### src/rtl/pushbutton_port.sv
// Four-button input port: two-flop synchroniser, per-bit debounce counter and
// sticky press bits that the uP clears by reading the port.
module pushbutton_port #(
    parameter int DEBOUNCE_CYCLES = 4,
    parameter int CNT_W           = 3
) (
    input  logic       clock,
    input  logic       reset,
    input  logic [3:0] buttons_raw,
    input  logic       latch_mode,
    input  logic       read_strobe,
    output logic [3:0] pushbuttons,
    output logic [3:0] debounced,
    output logic       press_pending
);

    localparam logic [CNT_W-1:0] CNT_MAX = CNT_W'(DEBOUNCE_CYCLES - 1);

    if (DEBOUNCE_CYCLES < 1) begin : g_bad_cycles
        $error("pushbutton_port: DEBOUNCE_CYCLES must be at least 1");
    end
    if ((DEBOUNCE_CYCLES - 1) >= (1 << CNT_W)) begin : g_bad_width
        $error("pushbutton_port: CNT_W too narrow for DEBOUNCE_CYCLES-1");
    end

    logic [3:0]            s1;
    logic [3:0]            s2;
    logic [3:0]            db;
    logic [3:0]            db_nxt;
    logic [3:0]            sticky;
    logic [3:0]            rise;
    logic [3:0][CNT_W-1:0] cnt;
    logic [3:0][CNT_W-1:0] cnt_nxt;

    // A bit only moves after s2 has disagreed with db for DEBOUNCE_CYCLES
    // consecutive edges; any agreement in between restarts the count.
    always_comb begin
        db_nxt  = db;
        cnt_nxt = cnt;
        for (int i = 0; i < 4; i++) begin
            if (s2[i] == db[i]) begin
                cnt_nxt[i] = '0;
            end else if (cnt[i] == CNT_MAX) begin
                db_nxt[i]  = s2[i];
                cnt_nxt[i] = '0;
            end else begin
                cnt_nxt[i] = cnt[i] + 1'b1;
            end
        end
    end

    assign rise = db_nxt & ~db;

    always_ff @(posedge clock or negedge reset) begin
        if (!reset) begin
            s1     <= '0;
            s2     <= '0;
            db     <= '0;
            cnt    <= '0;
            sticky <= '0;
        end else begin
            s1     <= buttons_raw;
            s2     <= s1;
            db     <= db_nxt;
            cnt    <= cnt_nxt;
            // a press landing on the read edge survives so it is not lost
            sticky <= rise | (sticky & ~{4{read_strobe}});
        end
    end

    assign pushbuttons   = latch_mode ? sticky : db;
    assign debounced     = db;
    assign press_pending = |sticky;

endmodule

### config.mk
export PLATFORM = sky130hd
export DESIGN_NAME = pushbutton_port
export DESIGN_NICKNAME = d
export VERILOG_FILES = /design/src/rtl/pushbutton_port.sv
export SDC_FILE = /design/constraint.sdc
export NUM_CORES = 1
export LEC_CHECK = 0
export BUFFER_PORTS_ARGS = -buffer_cell sky130_fd_sc_hd__buf_2
export CAP_MARGIN = 25
export CORE_ASPECT_RATIO = 0.7
export CORE_MARGIN = 1
export CORE_UTILIZATION = 48
export DETAILED_ROUTE_END_ITERATION = 16
export PLACE_DENSITY = 0.72
export SYNTH_ARGS = -nofsm -noshare
export SYNTH_HDL_FRONTEND = slang
export SYNTH_SLANG_ARGS = --single-unit
### constraint.sdc
create_clock -name clock -period 1 [get_ports clock]
set_input_delay 0.1 -clock clock [delete_from_list [all_inputs] [get_ports clock]]
set_output_delay 0.1 -clock clock [all_outputs]
set_load 0.02 [all_outputs]
==> impl_metrics.json <==
{
  "vdd_drop_max_mv": 1.92,
  "worst_slack_ns": -0.529,
  "ys_warn_count": 0,
  "antenna_found_initial": 0,
  "drt_first_pass_iters": 10,
  "io_pins": 17,
  "failed_checks": "design-rule violations, negative setup slack",
  "grt_use_met2": 0.474,
  "startpoint_type": "flop",
  "r2r-start": "cnt[0]$_DFF_PN0_",
  "remaining_drc_errors": 1,
  "place_inst": 124,
  "core_area_mm2": 0.00195,
  "grt-busiest-layer": "met2",
  "worstRegToRegCells": 3,
  "fin_crit_sh": 1.53,
  "cap_violations": 0,
  "drt-vias-per-instance": 5.70,
  "rsz0062_at_grt": "yes",
  "syn_area_per_cell_um2": 14.2,
  "cts_root_buffer": "clkbuf_4",
  "fin_crit_ns": 1.53,
  "ys_ff_latch": 28,
  "hold_depth": 3,
  "cp.arrival_ns": 1.43,
  "synth_area_mm2": 0.00105,
  "via_count": 843,
  "hp-class": "in -> reg",
  "port-buffer-count": 16,
  "nFillCells": 53,
  "nNetsFinal": 139,
  "hold_violations": 0,
  "rows": 13,
  "relSlewSlack": 0.824,
  "p_seq_frac": 0.322,
  "required_ns": 0.90,
  "worstReg2RegEnd": "debounced[0]$_DFF_PN0_",
  "power_switching_mw": 1.69,
  "grt_pass1_wl_um": 3900,
  "max_freq_ghz": 0.654,
  "cp-startpoint": "sticky[1]$_DFF_PN0_",
  "grt_max_degree": 29,
  "h-tree-depth": 1,
  "power_mw": 4.87,
  "layoutNonFillerInstCount": 148,
  "rrSetupSlack_ns": -0.20,
  "start_util": 0.537,
  "cts_buffer_depth": 2,
  "detail-route-antenna-nets": 0,
  "setup_tns_ns": -4.04,
  "p_leak_nw": 0.859,
  "use_met3": 0.0726,
  "grt_pass1_vias": 805,
  "wl_per_cell_um": 21.4,
  "finalMaxSlewViolations": 0,
  "min_to": "sticky[3]$_DFF_PN0_",
  "dp_hpwl_um": 1240,
  "drive_gt1_frac": 0.659,
  "path_max_fanout": 2,
  "synth_nets": 86,
  "clock_skew_ns": 0.00510,
  "outcome": "complete, but fails checks",
  "combPwrFrac": 0.566,
  "die_area_mm2": 0.00238,
  "cts_tree": "yes",
  "intPower_mw": 3.18,
  "swShare": 0.347,
  "n_antenna_cell": 0,
  "hold_start": "read_strobe",
  "dr.first_iter.drc_count": 62,
  "power_density_mw_per_mm2": 2680,
  "synth_cells": 74,
  "seq_area_frac_synth": 0.669,
  "routed_wl_um": 3160,
  "die_w_um": 57.8,
  "grtUsageTotal": 0.242,
  "insertion_delay_ns": 0.33,
  "synth.distinct_cells": 12,
  "area_growth_pct": 73.7,
  "crit_path_end_kind": "primary output",
  "clock_sinks": 28,
  "cts_inserted_buffers": 3,
  "finalSetupViolations": 28,
  "tightest_slew_ns": 0.265,
  "crit_type": "reg -> out",
  "clkTransAtPathRegs_ns": 0.14,
  "die_y_um": 41.1,
  "use_met1": 0.263,
  "pwr-share-clk": 0.112,
  "gp_congestion": 0.725,
  "grt_overflow_total": 0
}
## worst max path at each step
stage / slack [ns] / endpoint
after global routing: -0.57 / press_pending
after floorplan: -0.08 / debounced[0]$_DFF_PN0_
after CTS: -0.51 / press_pending
after detailed placement: -0.16 / press_pending
after global placement: -0.13 / press_pending
final: -0.53 / press_pending
## layout make-up
cell class | count | area (um^2) | share of cell area
repair buffers | 48 | 475 | 0.261
well taps | 22 | 27.5 | 0.0151
multi-input cells | 41 | 561 | 0.308
flip-flops and latches | 28 | 701 | 0.385
inverters | 5 | 18.8 | 0.0103
clock buffers | 4 | 36.3 | 0.0199
## cell usage in the layout (no fill, tap or decap)
cell,count
nor3b_2,8
buf_2,7
nand2_1,1
mux2_4,4
a32o_1,4
xnor2_4,4
nand2_4,1
buf_4,11
or4_4,1
buf_12,3
o21ai_1,1
nand2_2,2
buf_6,22
clkbuf_8,1
inv_1,4
inv_2,1
ha_2,4
o21ai_2,3
nor2b_4,4
dfrtp_1,28
clkbuf_4,3
nor3_4,4
dlygate4sd3_1,5
## timing repair
item,4_1_cts,5_1_grt
pin swaps,8,9
buffers inserted,12,6
gates resized for setup,45,15
hold buffers,5,0
setup endpoints to repair,25,29
endpoints found under the hold margin,32,0
## routing by layer
layer  part of all wire  wire [um]  vias to the layer above
met5                  0          0                        -
met4              0.045        142                        0
met3              0.080        252                       14
met2               0.48       1530                       44
met1               0.39       1240                      421
li1                   -          -                      364
## Yosys cell counts (all sizes together)
master | instances | area share
dfrtp | 28 | 0.67
nor3b | 8 | 0.057
inv | 5 | 0.018
a32o | 4 | 0.038
ha | 4 | 0.048
mux2 | 4 | 0.043
nand2 | 4 | 0.014
nor2b | 4 | 0.033
nor3 | 4 | 0.019
o21ai | 4 | 0.019
xnor2 | 4 | 0.033
or4 | 1 | 0.0072
## per-stage QoR
step / utilization / cell area (um^2) / setup WS [ns] / hold slack, ns
floorplan: - / 1110 / -0.0759 / -0.196
global placement: 0.675 / 1320 / -0.135 / 0.0558
detailed placement: 0.675 / 1320 / -0.156 / 0.0590
CTS: 0.863 / 1680 / -0.515 / 0.153
global route: 0.932 / 1820 / -0.569 / 0.185
finish: 0.932 / 1820 / -0.529 / 0.170
## critical path, stage by stage (launching register included)
cell and delay [ns]:
dfrtp_1 0.43, or4_4 0.52, buf_6 0.15
## cell families (layout without fill, tap and decap cells)
family	Yosys count	in the layout	share of synthesized area
multiplexers	4	4	0.0430
flip-flops	28	28	0.669
XOR/XNOR	4	4	0.0334
AND/OR/NAND/NOR	21	21	0.131
buffers and inverters	5	57	0.0179
adder cells (fa/ha/maj)	4	4	0.0478
AO/OA/AOI/OAI	8	8	0.0573
## power groups by stage
stage	logic [mW]	clock network [mW]	registers (mW)
global route	2.91	0.596	1.58
floorplan	0.744	0	1.66
CTS	2.17	0.554	1.53
global placement	1.22	0	1.57
finish	2.75	0.545	1.57
detailed placement	1.25	0	1.59
## flip-flops by register name, summed over array words and instances (netlist names)
name,flops
s2,4
sticky,4
debounced,4
s1,4
cnt,12
No activity file was read; power rests on OpenSTA's default activity.
